<file path="src/rtl/axis_frame_gen.sv">
// AXI4-Stream frame generator: configurable frame count/length, data pattern,
// inter-frame gap and graceful stop, with full backpressure support.
module axis_frame_gen #(
  parameter int unsigned DATA_WIDTH = 64,
  parameter int unsigned LEN_WIDTH  = 16,
  parameter int unsigned CNT_WIDTH  = 16,
  parameter logic [31:0] LFSR_SEED  = 32'h1
) (
  input  logic                  clk,
  input  logic                  resetn,
  input  logic                  start,
  input  logic                  stop,
  input  logic [1:0]            mode,
  input  logic [LEN_WIDTH-1:0]  frame_len,
  input  logic [CNT_WIDTH-1:0]  num_frames,
  input  logic [LEN_WIDTH-1:0]  gap,
  output logic [DATA_WIDTH-1:0] m_axis_tdata,
  output logic                  m_axis_tvalid,
  input  logic                  m_axis_tready,
  output logic                  m_axis_tlast,
  output logic                  m_axis_tuser,
  output logic                  busy,
  output logic                  done,
  output logic [CNT_WIDTH-1:0]  frame_cnt
);

  localparam int unsigned HALF_WIDTH = DATA_WIDTH / 2;
  localparam int unsigned LFSR_REPS  = DATA_WIDTH / 32;
  localparam logic [31:0] LFSR_MASK  = 32'h8020_0003;

  typedef enum logic [1:0] {
    S_IDLE = 2'd0,
    S_RUN  = 2'd1,
    S_GAP  = 2'd2
  } state_e;

  // One step of the right-shifting Galois LFSR (taps 32,22,2,1).
  function automatic logic [31:0] lfsr_step(input logic [31:0] v);
    return (v >> 1) ^ (v[0] ? LFSR_MASK : 32'h0);
  endfunction

  // Beat payload for the selected pattern.
  function automatic logic [DATA_WIDTH-1:0] pattern(
    input logic [1:0]            m,
    input logic [LEN_WIDTH-1:0]  b,
    input logic [DATA_WIDTH-1:0] g,
    input logic [31:0]           l,
    input logic [CNT_WIDTH-1:0]  f
  );
    logic [DATA_WIDTH-1:0] r;
    case (m)
      2'd0:    r = DATA_WIDTH'(b);
      2'd1:    r = g;
      2'd2:    r = {LFSR_REPS{l}};
      default: r = {HALF_WIDTH'(f), HALF_WIDTH'(b)};
    endcase
    return r;
  endfunction

  state_e                state_q;
  logic [1:0]            mode_q;
  logic [LEN_WIDTH-1:0]  last_idx_q;   // L-1, L = max(frame_len, 1)
  logic [CNT_WIDTH-1:0]  num_q;
  logic [LEN_WIDTH-1:0]  gap_q;
  logic [LEN_WIDTH-1:0]  gap_cnt_q;
  logic [LEN_WIDTH-1:0]  beat_idx_q;   // index of the beat on the output
  logic [DATA_WIDTH-1:0] gbeat_q;      // global index of the beat on the output
  logic [31:0]           lfsr_q;       // LFSR word of the beat on the output
  logic                  stop_q;
  logic [CNT_WIDTH-1:0]  frame_cnt_q;  // also the frame index of the current beat
  logic [DATA_WIDTH-1:0] tdata_q;
  logic                  tvalid_q;
  logic                  tlast_q;
  logic                  tuser_q;
  logic                  busy_q;
  logic                  done_q;

  logic [LEN_WIDTH-1:0]  beat_idx_d;
  logic [DATA_WIDTH-1:0] gbeat_d;
  logic [31:0]           lfsr_d;
  logic [CNT_WIDTH-1:0]  frame_cnt_d;
  logic [DATA_WIDTH-1:0] data_d;
  logic                  last_d;
  logic                  user_d;
  logic                  accept_c;
  logic                  stop_seen_c;
  logic                  more_frames_c;

  // Successor beat state, used when the current beat is accepted.
  always_comb begin
    beat_idx_d  = beat_idx_q + LEN_WIDTH'(1);
    frame_cnt_d = frame_cnt_q;
    if (tlast_q) begin
      beat_idx_d  = '0;
      frame_cnt_d = frame_cnt_q + CNT_WIDTH'(1);
    end
    gbeat_d       = gbeat_q + DATA_WIDTH'(1);
    lfsr_d        = lfsr_step(lfsr_q);
    data_d        = pattern(mode_q, beat_idx_d, gbeat_d, lfsr_d, frame_cnt_d);
    last_d        = (beat_idx_d == last_idx_q);
    user_d        = (beat_idx_d == '0);
    accept_c      = tvalid_q && m_axis_tready;
    stop_seen_c   = stop_q || stop;
    more_frames_c = (num_q == '0) || (frame_cnt_d != num_q);
  end

  // Run-control FSM with registered stream and status outputs.
  always_ff @(posedge clk or negedge resetn) begin
    if (!resetn) begin
      state_q     <= S_IDLE;
      mode_q      <= '0;
      last_idx_q  <= '0;
      num_q       <= '0;
      gap_q       <= '0;
      gap_cnt_q   <= '0;
      beat_idx_q  <= '0;
      gbeat_q     <= '0;
      lfsr_q      <= LFSR_SEED;
      stop_q      <= 1'b0;
      frame_cnt_q <= '0;
      tdata_q     <= '0;
      tvalid_q    <= 1'b0;
      tlast_q     <= 1'b0;
      tuser_q     <= 1'b0;
      busy_q      <= 1'b0;
      done_q      <= 1'b0;
    end else begin
      done_q <= 1'b0;
      case (state_q)
        S_IDLE: begin
          if (start) begin
            state_q     <= S_RUN;
            mode_q      <= mode;
            last_idx_q  <= (frame_len == '0) ? '0 : frame_len - LEN_WIDTH'(1);
            num_q       <= num_frames;
            gap_q       <= gap;
            beat_idx_q  <= '0;
            gbeat_q     <= '0;
            lfsr_q      <= LFSR_SEED;
            stop_q      <= 1'b0;
            frame_cnt_q <= '0;
            tdata_q     <= pattern(mode, '0, '0, LFSR_SEED, '0);
            tvalid_q    <= 1'b1;
            tuser_q     <= 1'b1;
            tlast_q     <= (frame_len <= LEN_WIDTH'(1));
            busy_q      <= 1'b1;
          end
        end

        S_RUN: begin
          stop_q <= stop_seen_c;
          if (accept_c) begin
            beat_idx_q  <= beat_idx_d;
            gbeat_q     <= gbeat_d;
            lfsr_q      <= lfsr_d;
            frame_cnt_q <= frame_cnt_d;
            if (tlast_q && (stop_seen_c || !more_frames_c)) begin
              // Frame finished and the run is over.
              state_q  <= S_IDLE;
              stop_q   <= 1'b0;
              tdata_q  <= '0;
              tvalid_q <= 1'b0;
              tuser_q  <= 1'b0;
              tlast_q  <= 1'b0;
              busy_q   <= 1'b0;
              done_q   <= 1'b1;
            end else if (tlast_q && (gap_q != '0)) begin
              // Next frame is already prepared; park it until the gap elapses.
              state_q   <= S_GAP;
              gap_cnt_q <= gap_q - LEN_WIDTH'(1);
              tvalid_q  <= 1'b0;
              tuser_q   <= 1'b0;
              tlast_q   <= 1'b0;
            end else begin
              tdata_q <= data_d;
              tuser_q <= user_d;
              tlast_q <= last_d;
            end
          end
        end

        S_GAP: begin
          stop_q <= stop_seen_c;
          if (stop_seen_c) begin
            state_q <= S_IDLE;
            stop_q  <= 1'b0;
            tdata_q <= '0;
            busy_q  <= 1'b0;
            done_q  <= 1'b1;
          end else if (gap_cnt_q == '0) begin
            state_q  <= S_RUN;
            tdata_q  <= pattern(mode_q, beat_idx_q, gbeat_q, lfsr_q, frame_cnt_q);
            tvalid_q <= 1'b1;
            tuser_q  <= 1'b1;
            tlast_q  <= (last_idx_q == '0);
          end else begin
            gap_cnt_q <= gap_cnt_q - LEN_WIDTH'(1);
          end
        end

        default: begin
          state_q  <= S_IDLE;
          tvalid_q <= 1'b0;
          busy_q   <= 1'b0;
        end
      endcase
    end
  end

  assign m_axis_tdata  = tdata_q;
  assign m_axis_tvalid = tvalid_q;
  assign m_axis_tlast  = tlast_q;
  assign m_axis_tuser  = tuser_q;
  assign busy          = busy_q;
  assign done          = done_q;
  assign frame_cnt     = frame_cnt_q;

endmodule

</file>
<file path="config.mk">
export PLATFORM = sky130hd
export DESIGN_NAME = axis_frame_gen
export DESIGN_NICKNAME = d
export VERILOG_FILES = /design/src/rtl/axis_frame_gen.sv
export SDC_FILE = /design/constraint.sdc
export NUM_CORES = 1
export LEC_CHECK = 0
export ABC_CLOCK_PERIOD_IN_PS = 3510
export BUFFER_PORTS_ARGS = -buffer_cell sky130_fd_sc_hd__buf_2
export CORE_UTILIZATION = 40
export CTS_CLUSTER_SIZE = 8
export DETAILED_ROUTE_END_ITERATION = 10
export PLACE_DENSITY = 0.59
export SETUP_SLACK_MARGIN = 0.3
export SLEW_MARGIN = 20
export SYNTH_ARGS = -nofsm -noshare
export SYNTH_HDL_FRONTEND = slang
export SYNTH_SLANG_ARGS = --single-unit
</file>
<file path="constraint.sdc">
create_clock -name clk -period 3.51 [get_ports clk]
set_clock_uncertainty 0.05 [all_clocks]
set_input_delay 0.351 -clock clk [delete_from_list [all_inputs] [get_ports clk]]
set_output_delay 0.351 -clock clk [all_outputs]
set_load 0.03 [all_outputs]
</file>
# [After elaboration in Yosys (flattened, before gate mapping)]
# Index checks and enable logic that the tools add are counted.
[totals] reg_bits=266 output_inout_bits=85 in_bits=55 word_cells=139
[op_classes] n_addsub=6 n_reduce_logical=27 bitwise=1 muxes=68 n_eq_ne=19 order_cmp=1
[op_table] cell="one-hot mux 64 bit (3 select lines)" n=3
[op_table] cell="two-way mux 64 bit" n=8
[op_table] cell="two-way mux 16 bit" n=11
[op_table] cell="one-hot mux 64 bit (2 select lines)" n=1
[op_table] cell="two-way mux 32 bit" n=3
[op_table] cell="one-hot mux 16 bit (2 select lines)" n=3
[op_table] cell="zero test 16 bit" n=5
[op_table] cell="adder 64 x 1 -> 64 bit (second input constant)" n=1
[op_table] cell="one-hot mux 32 bit (2 select lines)" n=1
[op_table] cell="subtractor 16 x 1 -> 16 bit (second input constant)" n=3
[op_table] cell="two-way mux 33 bit" n=1
[op_table] cell="adder 16 x 1 -> 16 bit (second input constant)" n=2
[op_table] cell="XOR 31 x 32 -> 32 bit" n=1
[op_table] cell="two-way mux 1 bit" n=24
[op_table] cell="inequality test 2 bit (second input constant)" n=9
[op_table] cell="equality test 16 bit" n=1
[op_table] cell="less-or-equal comparator 16 x 1 -> 1 bit (second input constant)" n=1
[op_table] cell="inequality test 16 bit" n=1
[op_table] cell="nonzero test 16 bit" n=1
[op_table] cell="one-hot mux 1 bit (3 select lines)" n=5
[op_table] cell="AND reduction 5 bit" n=3
[op_table] cell="two-way mux 2 bit" n=6
[op_table] cell="inequality test 3 bit (second input constant)" n=3
[op_table] cell="AND reduction 4 bit" n=2
[op_table] cell="13 further kinds" n=23

# [Longest topological paths before layout]
# Gate-level depths: netlist of run 1.
[depth] word_depth=10 depth_mapped=15

# [Worst setup path before layout of run 1]
# OpenSTA, ideal clock, no wires.
[synth_path] path_kind="flip-flop to flip-flop" start="reg state_q[0]" end="reg gap_cnt_q[14]" arrival_time_ps=3236 required_ps=3336 synth_period_minus_slack_ps=3410 path_buffers=4 slack_ps=100 path_stages_with_launch=15 setup_ps=124 path_cell_list="dfrtp_1 inv_1 ha_1 clkbuf_1 buf_1 clkbuf_1 buf_1 mux2i_1 ha_1 o221a_2 nand3_1 nor4_1 xnor2_1 o41ai_1 a211o_1"
[synth_between] elab_chain_cells=3 elab_cells_between_ends=10
[synth_lines] element="from (decl)" line_no="60" source="state_e state_q;"
[synth_lines] element="from (signal assigned)" line_no="110" source="state_q <= S_IDLE;"
[synth_lines] element="from (signal assigned)" line_no="132" source="state_q <= S_RUN;"
[synth_lines] element="from (signal assigned)" line_no="159" source="state_q <= S_IDLE;"
[synth_lines] element="equality test 2 bit / equality test 2 x 1 -> 1 bit (equally long branches)" line_no="129" source="case (state_q)"
[synth_lines] element="inequality test 2 bit (no line) / nonzero test 2 bit (equally long branches)"
[synth_lines] element="AND reduction 6 bit (no line)"
[synth_lines] element="to (signal assigned)" line_no="170" source="gap_cnt_q <= gap_q - LEN_WIDTH'(1);"
[synth_lines] element="to (signal assigned)" line_no="197" source="gap_cnt_q <= gap_cnt_q - LEN_WIDTH'(1);"
[synth_lines] element="to (decl)" line_no="65" source="logic [LEN_WIDTH-1:0] gap_cnt_q;"
# Several ways; a longest one is shown, not always the timed one.
# A chain may end at the register's enable or synchronous reset.

# [Worst setup path in the final report of run 1]
[layout_path] start="reg frame_cnt_q[0] (netlist: frame_cnt[0])" end="reg tdata_q[23] (netlist: m_axis_tdata[23])"
[layout_between] elab_chain_cells=10 elab_cells_between_ends=12
[layout_lines] element="from (decl)" line_no="70" source="logic [CNT_WIDTH-1:0] frame_cnt_q;"
[layout_lines] element="from (signal assigned)" line_no="156" source="frame_cnt_q <= frame_cnt_d;"
[layout_lines] element="adder 16 x 1 -> 16 bit" line_no="95" source="frame_cnt_d = frame_cnt_q + CNT_WIDTH'(1);"
[layout_lines] element="two-way mux 16 bit *" line_no="93" source="if (tlast_q) begin"
[layout_lines] element="inequality test 16 bit *" line_no="104" source="more_frames_c = (num_q == '0) || (frame_cnt_d != num_q);"
[layout_lines] element="logical OR 1 bit *" line_no="104"
[layout_lines] element="zero test 1 bit *" line_no="157" source="if (tlast_q && (stop_seen_c || !more_frames_c)) begin"
[layout_lines] element="logical OR 1 bit *" line_no="157"
[layout_lines] element="logical AND 1 bit *" line_no="157"
[layout_lines] element="two-way mux 64 bit" line_no="157"
[layout_lines] element="two-way mux 64 bit" line_no="152" source="if (accept_c) begin"
[layout_lines] element="one-hot mux 64 bit (3 select lines)" line_no="129"
[layout_lines] element="to (signal assigned)" line_no="142" source="tdata_q <= pattern(mode, '0, '0, LFSR_SEED, '0);"
[layout_lines] element="to (signal assigned)" line_no="175" source="tdata_q <= data_d;"
[layout_lines] element="to (signal assigned)" line_no="192" source="tdata_q <= pattern(mode_q, beat_idx_q, gbeat_q, lfsr_q, frame_cnt_q);"
[layout_lines] element="to (decl)" line_no="71" source="logic [DATA_WIDTH-1:0] tdata_q;"
# Mark *: on every way between the ends. The rest lies on a longest branch, timed or not. The select of a mux whose other input is x is not followed.

==> impl_metrics.yaml, run 1 <==
outcome:
  status: "completed"
setup_path:
  cpMaxStageDelayCell: "dfrtp_2"
  slowest_delay_ns: 0.45
  crit_type: "flip-flop to flip-flop"
  worstPathCellList: "ha_1 > and4_2 > a221o_1 > a2111oi_4 > nand4_4 > a31o_4 > nor2_4 > buf_12 > clkbuf_16 > a22o_1"
  end_kind: "flip-flop"
  reg2reg_slack_ns: 0.40
  cp_top_family: "compound AO/OA/AOI/OAI gates"
  rr_endpoint: "m_axis_tdata[23]"
  worst_ep_arrival_time_ns: 3.54
  critPathRequiredTime_ns: 3.94
  crit_path_start_kind: "flip-flop"
  crit_buf_inv: 2
  critPathMaxFanout: 16
  reg2reg_from: "frame_cnt[0]"
  r2r_cells: 10
sta:
  slew_viol_final: 0
  setup_tns_ns: 0
  finalCritPeriodShare_pct: 88.51
  setup_viol: 0
  max_slew_margin_pct: 32.49
  hold_violations: 0
  fin_crit_ns: 3.107
  tightest_slew_ns: 1.009
  grt_setup_unrepaired: "false"
  fmax_mhz: 321.9
pwr:
  p_sw_mw: 6.664
  sw_frac_of_total_pct: 44.69
  p_clk_share_pct: 23.3
  power_density_nw_per_um2: 730.1
  combPwrFrac_pct: 44.7
  leakage_nw: 8.445
  pwr-share-seq_pct: 31.9
  p_int_mw: 8.246
  ir_drop_mv: 0.5363
synth:
  yosysTopAreaCellShare_pct: 38.34
  synthTopCellsByArea: "dfrtp_1 38%, a22o_1 5.4%, o21ai_0 4.9%"
  avgSynthCellArea_um2: 8.934
  ys.flop_type: "dfrtp_1"
  ys_types: 79
  synth_area_leader_cell: "dfrtp_1"
  synth-edff-count: 0
  synthCells: 1936
  yosys_warnings: 0
  async_flop_share_pct: 100.0
  synth.cell_area_um2: 17300
  ys_seq_elements: 266
  yosysSeqAreaShare_pct: 38.49
  synth.net_count: 2001
die:
  initial_core_util_pct: 40.87
  die_w_um: 209.9
  io-pin-count: 140
  die_area_um2: 44080
  dieHeight_um: 209.9
  fp.coreArea_um2: 42320
  rows: 75
cts:
  cts-root-buf: "clkbuf_16"
  clk_latency_ns: 0.56
  cts_tree: "built"
  htree_levels: 2
  cts.clk_slew.worst_paths_ns: 0.05
  numCtsBuffers: 39
  clock_path_buffers: 3
  clock_sink_count: 266
worst_hold_path:
  hold_class: "input port to flip-flop"
  whs_endpoint: "mode_q[1]"
  hold_start: "mode[1]"
  whs_path_depth: 2
final_layout:
  nets: 2135
  seqCellArea_um2: 6674
  final_area_um2: 20420
  n_antenna_cell: 0
  area_growth_pct: 18.08
  n_fill_cell: 4044
  drive_gt1_share_pct: 18.99
  multi_input_area_um2: 9945
global_routing:
  grt_pass1_wl_um: 92750
  grt_usage_pct: 26.81
  grt_pass1_vias: 15810
  grt_max_degree: 89
  antenna_found_initial: 0
  overflow: 0
placed_design:
  io_buffers: 139
  dp_hpwl_um: 40540
  gp_congestion: 0.8936
  dpl_cell_area_um2: 18760
route:
  dr.pass1.iters: 5
  drc: 0
  vias: 16280
  wl_um: 60570
  drt_iter0_markers: 1338
  ant_nets: 0
  wl_per_cell_um: 22.80
  vias_per_cell: 6.127
run:
  drv_cap: 0
## flip-flops by register name, summed over array words and instances (netlist names), 2 cells and up
signal and count:
lfsr_q 32, gbeat_q 64, state_q 2, frame_cnt 16
last_idx_q 16, m_axis_tdata 64, mode_q 2, num_q 16
gap_cnt_q 16, beat_idx_q 16, gap_q 16
## layout make-up
cell class | instances | share of cell area (%)
multi-input combinational | 1477 | 48.69
timing repair buffer | 264 | 9.477
clock buffer | 50 | 5.189
inverter | 22 | 0.4043
sequential | 266 | 32.68
clock inverter | 1 | 0.02451
tap | 577 | 3.535
## how the worst max path moves through the flow
| stage | from | endpoint | slack, ns | cells after the start |
|---|---|---|---|---|
| detailed placement | gbeat_q[0] | m_axis_tdata[60] | 0.19 | 9 |
| floorplan | frame_cnt[1] | gap_cnt_q[0] | 0.33 | 9 |
| CTS | frame_cnt[2] | m_axis_tdata[26] | 0.30 | 10 |
| global route | gbeat_q[7] | m_axis_tdata[60] | 0.29 | 8 |
| global placement | gbeat_q[0] | m_axis_tdata[60] | 0.20 | 9 |
| finish | frame_cnt[0] | m_axis_tdata[23] | 0.40 | 10 |
## synthesized netlist by cell type, drive strengths merged (44+ instances only)
library cell  number
nand4             46
nor4              44
mux2              65
o21ai            171
nor2             124
a22o             107
a22oi             75
nand2            177
nand3             51
clkbuf           128
a21oi             65
dfrtp            265
xor2              58
xnor2             78
o22ai             66
## layout by cell type (no fill, tap or decap), types with 14 or more instances in the layout
| cell type | instances |
|---|---|
| inv_1 | 21 |
| dfrtp_1 | 254 |
| buf_2 | 138 |
| clkbuf_16 | 44 |
| xor2_1 | 58 |
| buf_4 | 75 |
| mux2i_1 | 36 |
| nor3_1 | 27 |
| dlygate4sd3_1 | 34 |
| nor4_1 | 40 |
| o21ai_0 | 168 |
| o22ai_1 | 66 |
| nand2_1 | 173 |
| nand2b_1 | 17 |
| and3_1 | 23 |
| nand4_1 | 43 |
| a21oi_1 | 64 |
| nand3_1 | 50 |
| a22o_1 | 107 |
| nor2_1 | 121 |
| o41ai_1 | 22 |
| mux2_2 | 63 |
| a22oi_1 | 75 |
| and4_1 | 14 |
| o31ai_1 | 39 |
| xnor2_1 | 78 |
## metal layers
metal	track usage (%)	vias to the layer above	wire length [µm]
met5	0	-	0
met2	42.49	561	28080
met1	37.01	8049	26780
met3	3.680	136	3621
li1	-	7534	-
met4	10.62	0	2093
## logic make-up after synthesis
logic type / share of synthesized area [%]
flops: 38.49
xor+xnor: 6.887
mux: 6.315
simple gates: 17.63
compound gates: 25.09
fa+ha+maj: 0.7234
buf+inv: 4.861
## worst reg2reg max path, cell delays in order (launching register included)
cell,delay [ns]
dfrtp_2,0.45
ha_1,0.27
and4_2,0.29
a221o_1,0.38
a2111oi_4,0.34
nand4_4,0.21
a31o_4,0.33
nor2_4,0.18
buf_12,0.15
clkbuf_16,0.20
a22o_1,0.19
## timing repair
action / in CTS / in global routing
buffers inserted: 1 / 3
endpoints found under the hold margin: 117 / 0
gates resized for setup: 5 / 24
pin swaps: 1 / 4
gates cloned: 0 / 4
setup endpoints to repair: 64 / 74
hold buffers: 34 / 0
## power groups by stage
stage,Combinational (mW),Sequential (mW),Clock (mW)
2_1_floorplan,4.36,4.57,0
3_3_place_gp,6.11,4.77,0
3_5_place_dp,6.20,4.79,0
4_1_cts,6.26,4.74,3.56
5_1_grt,7.18,4.87,3.67
6_report,6.67,4.76,3.48
## through the flow
stage	instances	setup WS, ns	utilization, %	power [mW]	hold slack (ns)
after floorplan	1936	0.3333	-	8.927	0.005409
after global placement	2564	0.1989	44.34	10.89	0.3933
after detailed placement	2564	0.1885	44.34	10.98	0.3902
after CTS	2650	0.3045	47.72	14.56	0.01527
after global routing	2657	0.2908	48.26	15.72	0.04271
final	2657	0.4035	48.26	14.91	0.03982
No activity file was read; power rests on OpenSTA's default activity.
==> inputs of run 2 (changes only) <==
--- a/config.mk
+++ b/config.mk
@@ -7,10 +7,13 @@
 export LEC_CHECK = 0
 export ABC_CLOCK_PERIOD_IN_PS = 3510
 export BUFFER_PORTS_ARGS = -buffer_cell sky130_fd_sc_hd__buf_2
+export CELL_PAD_IN_SITES_DETAIL_PLACEMENT = 0
+export CELL_PAD_IN_SITES_GLOBAL_PLACEMENT = 1
+export CORE_MARGIN = 3
 export CORE_UTILIZATION = 40
 export CTS_CLUSTER_SIZE = 8
 export DETAILED_ROUTE_END_ITERATION = 10
-export PLACE_DENSITY = 0.59
+export PLACE_DENSITY = 0.74
 export SETUP_SLACK_MARGIN = 0.3
 export SLEW_MARGIN = 20
 export SYNTH_ARGS = -nofsm -noshare
==> impl_metrics.yaml, run 2 (same netlist as run 1, synthesis figures left out) <==
sta:
  tightest_slew_ns: 0.9648
  setup_viol: 0
  setup_ws_ns: 0.4087
  finalCritPeriodShare_pct: 88.35
  hold_ws_ns: 0.04430
  grt_setup_unrepaired: "true"
  max_slew_margin_pct: 35.68
  hold_violations: 0
  fmax_mhz: 322.5
  fin_crit_ns: 3.101
  slew_viol_final: 0
  setup_tns_ns: 0
die:
  initial_core_util_pct: 40.87
  fp.coreArea_um2: 42320
  die_w_um: 213.9
  rows: 75
  die_area_um2: 45770
  io-pin-count: 140
  dieHeight_um: 213.9
pwr:
  p_clk_share_pct: 23.5
  power_density_nw_per_um2: 724.8
  combPwrFrac_pct: 43.3
  ir_drop_mv: 0.5217
  power_mw: 14.71
  p_sw_mw: 6.623
  leakage_nw: 8.372
  p_int_mw: 8.089
  sw_frac_of_total_pct: 45.02
  pwr-share-seq_pct: 33.3
placed_design:
  place_ws_ns: 0.1637
  gp_congestion: 0.9012
  dp_hpwl_um: 40990
  dpl_cell_area_um2: 18730
  io_buffers: 139
  dp.cells: 2560
final_layout:
  nets: 2127
  drive_gt1_share_pct: 18.63
  final_cells: 2650
  n_fill_cell: 4010
  area_growth_pct: 17.36
  final_util_pct: 47.96
  final_area_um2: 20300
  mostFrequentLayoutCell: "dfrtp_1"
  mostFrequentLayoutCells: "256 x dfrtp_1, 174 x nand2_1, 167 x o21ai_0"
cts:
  numCtsBuffers: 39
  cts_tree: "built"
  cts.clk_slew.worst_paths_ns: 0.05
  clock_path_buffers: 3
  clock_sink_count: 266
  clk_latency_ns: 0.56
  htree_levels: 2
  cts-root-buf: "clkbuf_16"
setup_path:
  end_kind: "flip-flop"
  worstPathCellList: "ha_4 > and4_2 > nand2_1 > or4_4 > or4_4 > xnor2_1 > a22oi_1 > o22ai_1 > a22o_1"
  critPathRequiredTime_ns: 3.90
  slowest_delay_ns: 0.61
  crit_type: "flip-flop to flip-flop"
  crit_buf_inv: 0
  cpMaxStageDelayCell: "or4_4"
  crit_path_start_kind: "flip-flop"
  cpMostUsedCell: "or4_4"
  cp_top_family: "simple AND/OR/NAND/NOR gates"
  worst_ep_arrival_time_ns: 3.49
  critPathMaxFanout: 9
  reg2reg_slack_ns: 0.41
route:
  dr.pass1.iters: 6
  drc: 0
  vias: 16280
  wl_um: 59620
  vias_per_cell: 6.145
  ant_nets: 0
  drt_iter0_markers: 1375
  wl_per_cell_um: 22.50
run:
  drv_cap: 0
global_routing:
  grt_max_degree: 88
  antenna_found_initial: 1
  grt_pass1_wl_um: 94250
  grt_pass1_vias: 16000
  overflow: 0
  grt_usage_pct: 25.47
outcome:
  status: "completed"
worst_hold_path:
  hold_class: "input port to flip-flop"
## run 2: cell count changes in the layout (fill, tap and decap cells not counted), moves of 2 or more
cell	change
buf_4	-5
clkbuf_16	-3
dfrtp_1	+2
dfrtp_2	-2
## run 2: per-layer routing
layer	up-vias	wire (µm)	GRT usage, %
met1	8053	26290	34.96
met4	0	2135	9.779
met3	113	3438	3.248
met5	-	0	0
met2	587	27760	41.17
li1	7530	-	-
## run 2: power groups by stage
stage / Sequential (mW) / Clock, mW / Combinational, mW
2_1_floorplan: 4.57 / 0 / 4.36
3_3_place_gp: 4.89 / 0 / 6.05
3_5_place_dp: 4.90 / 0 / 6.13
4_1_cts: 4.86 / 3.54 / 6.20
5_1_grt: 4.99 / 3.66 / 6.91
6_report: 4.89 / 3.45 / 6.37
## run 2: final timing paths
path / start / end / depth (start not counted)
max reg2reg: gbeat_q[0] / m_axis_tdata[60] / 9
min in group asynchronous: resetn / frame_cnt[15] / 2
max in group asynchronous: resetn / mode_q[1] / 3
min reg2reg: m_axis_tdata[55] / m_axis_tdata[55] / 1
max: gbeat_q[0] / m_axis_tdata[60] / 9
min: mode[1] / mode_q[1] / 2
## run 2: timing repair
| action | 4_1_cts | 5_1_grt |
|---|---|---|
| buffers inserted | 0 | 3 |
| pin swaps | 0 | 3 |
| resized for setup | 4 | 24 |
| cloned | 0 | 1 |
| hold buffers | 34 | 0 |
| setup endpoints to repair | 55 | 77 |
| hold endpoints to repair | 104 | 0 |
## run 2: final cells by class
class | count | area [µm²] | share of cell area (%)
repair buffers | 256 | 1828 | 9.005
inverters | 22 | 82.58 | 0.4068
clock inverters | 3 | 30.03 | 0.1479
flip-flops and latches | 266 | 6671 | 32.86
well taps | 577 | 721.9 | 3.556
diodes | 1 | 2.502 | 0.01233
clock buffers | 48 | 1031 | 5.079
multi-input cells | 1477 | 9932 | 48.93
==> inputs of run 3 (changes only) <==
--- a/config.mk
+++ b/config.mk
@@ -5,7 +5,7 @@
 export SDC_FILE = /design/constraint.sdc
 export NUM_CORES = 1
 export LEC_CHECK = 0
-export ABC_CLOCK_PERIOD_IN_PS = 3510
+export ABC_CLOCK_PERIOD_IN_PS = 3280
 export BUFFER_PORTS_ARGS = -buffer_cell sky130_fd_sc_hd__buf_2
 export CELL_PAD_IN_SITES_DETAIL_PLACEMENT = 0
 export CELL_PAD_IN_SITES_GLOBAL_PLACEMENT = 1
@@ -13,7 +13,7 @@
 export CORE_UTILIZATION = 40
 export CTS_CLUSTER_SIZE = 8
 export DETAILED_ROUTE_END_ITERATION = 10
-export PLACE_DENSITY = 0.74
+export PLACE_DENSITY = 0.71
 export SETUP_SLACK_MARGIN = 0.3
 export SLEW_MARGIN = 20
 export SYNTH_ARGS = -nofsm -noshare
==> constraint.sdc (replaced) <==
create_clock -name clk -period 3.28 [get_ports clk]
set_clock_uncertainty 0.05 [all_clocks]
set_input_delay 0.328 -clock clk [delete_from_list [all_inputs] [get_ports clk]]
set_output_delay 0.328 -clock clk [all_outputs]
set_load 0.03 [all_outputs]
==> impl_metrics.yaml, run 3 (same netlist as run 1, synthesis figures left out) <==
outcome:
  status: "completed"
cts:
  htree_levels: 2
  clk_latency_ns: 0.57
  cts_tree: "built"
  clock_sink_count: 266
  cts.clk_slew.worst_paths_ns: 0.05
  numCtsBuffers: 39
  cts-root-buf: "clkbuf_16"
  clock_path_buffers: 3
sta:
  grt_setup_unrepaired: "true"
  setup_viol: 0
  slew_viol_final: 0
  hold_violations: 0
  finalCritPeriodShare_pct: 90.34
  setup_ws_ns: 0.3169
  fmax_mhz: 337.5
  tightest_slew_ns: 1.122
  setup_tns_ns: 0
  max_slew_margin_pct: 24.92
  fin_crit_ns: 2.963
die:
  die_area_um2: 45770
  fp.coreArea_um2: 42320
  rows: 75
  io-pin-count: 140
  die_w_um: 213.9
  dieHeight_um: 213.9
  initial_core_util_pct: 40.87
route:
  wl_per_cell_um: 23.03
  vias: 16560
  dr.pass1.iters: 6
  drc: 0
  vias_per_cell: 6.129
  drt_iter0_markers: 1439
  wl_um: 62230
  ant_nets: 0
setup_path:
  worst_ep_arrival_time_ns: 3.35
  critPathMaxFanout: 10
  rr_endpoint: "m_axis_tdata[32]"
  critPathRequiredTime_ns: 3.67
  reg2reg_slack_ns: 0.32
  end_kind: "flip-flop"
  reg2reg_from: "frame_cnt[8]"
  crit_type: "flip-flop to flip-flop"
  crit_path_start_kind: "flip-flop"
  r2r_cells: 10
worst_hold_path:
  hold_start: "frame_len[13]"
  whs_path_depth: 3
  hold_class: "input port to flip-flop"
  whs_endpoint: "last_idx_q[13]"
pwr:
  leakage_nw: 8.673
  power_density_nw_per_um2: 781.5
  ir_drop_mv: 0.5296
final_layout:
  n_fill_cell: 4014
  area_growth_pct: 20.99
  mostFrequentLayoutCells: "245 x dfrtp_1, 173 x nand2_1, 164 x o21ai_0"
  n_antenna_cell: 0
  drive_gt1_share_pct: 21.36
  mostFrequentLayoutCell: "dfrtp_1"
  nets: 2174
  final_area_um2: 20930
  final_cells: 2702
global_routing:
  grt_pass1_wl_um: 94790
  overflow: 0
  grt_pass1_vias: 15800
  antenna_found_initial: 0
  grt_usage_pct: 25.92
  grt_max_degree: 77
placed_design:
  dpl_cell_area_um2: 18990
  dp.cells: 2586
  dp_hpwl_um: 42120
  io_buffers: 139
  place_ws_ns: 0.1319
  gp_congestion: 0.9302
run:
  drv_cap: 0
-- run 3: how the worst max path moves through the flow --
stage                      start                to  slack, ns  depth (start not counted)
finish              frame_cnt[8]  m_axis_tdata[32]       0.32                         10
global route        frame_cnt[0]   m_axis_tdata[9]       0.25                         12
CTS                   gbeat_q[8]  m_axis_tdata[60]       0.30                          8
detailed placement  frame_cnt[1]  m_axis_tdata[52]       0.13                          9
global placement    frame_cnt[1]  m_axis_tdata[32]       0.24                         11
floorplan           frame_cnt[9]      gap_cnt_q[0]       0.31                          9
-- run 3: power breakdown --
part / leakage [nW] / switching [mW] / internal, mW
logic: 4.63 / 4.62 / 2.77
clock network: 0.528 / 1.55 / 2.23
registers: 3.51 / 1.16 / 4.01
total: 8.67 / 7.34 / 9.02
-- run 3: metrics by stage --
step           total power, mW  util, %  hold WS, ns
2_1_floorplan            9.556        -     -0.01759
3_3_place_gp             11.93    44.88       0.2888
3_5_place_dp             12.03    44.88       0.2926
4_1_cts                  16.04    48.58      0.01360
5_1_grt                  17.20    49.45      0.06344
6_report                 16.36    49.45      0.03985
-- run 3: final cells by class --
type	count	area, µm²	area share [%]
inverters	22	82.58	0.3946
clock inverters	2	25.02	0.1196
well taps	577	721.9	3.450
clock buffers	55	1067	5.100
repair buffers	303	2326	11.11
multi-input cells	1477	10020	47.88
flip-flops and latches	266	6685	31.94
-- run 3: worst max-delay path, stage by stage (launching register included) --
cell       delay, ns
dfrtp_1         0.37
nand3_1         0.33
nor4_4          0.36
nand3_1         0.19
a2111oi_4       0.37
nand4_4         0.20
o21ai_4         0.27
buf_6           0.19
buf_12          0.16
o2bb2ai_1       0.07
mux2_1          0.28
-- run 3: what timing repair did --
item | in CTS | in global routing
hold buffers | 36 | 0
setup endpoints to repair | 68 | 80
gates cloned | 1 | 5
gates resized for setup | 15 | 47
pin swaps | 3 | 10
setup buffers | 4 | 13
hold endpoints to repair | 98 | 0
-- run 3: per-layer routing --
metal	share of wire, %	track usage, %	vias up	wire length (µm)
met2	46	41.78	638	28560
met3	6.2	3.277	127	3879
met5	0	0	-	0
li1	-	-	7625	-
met4	4.3	11.32	0	2679
met1	44	35.17	8170	27100
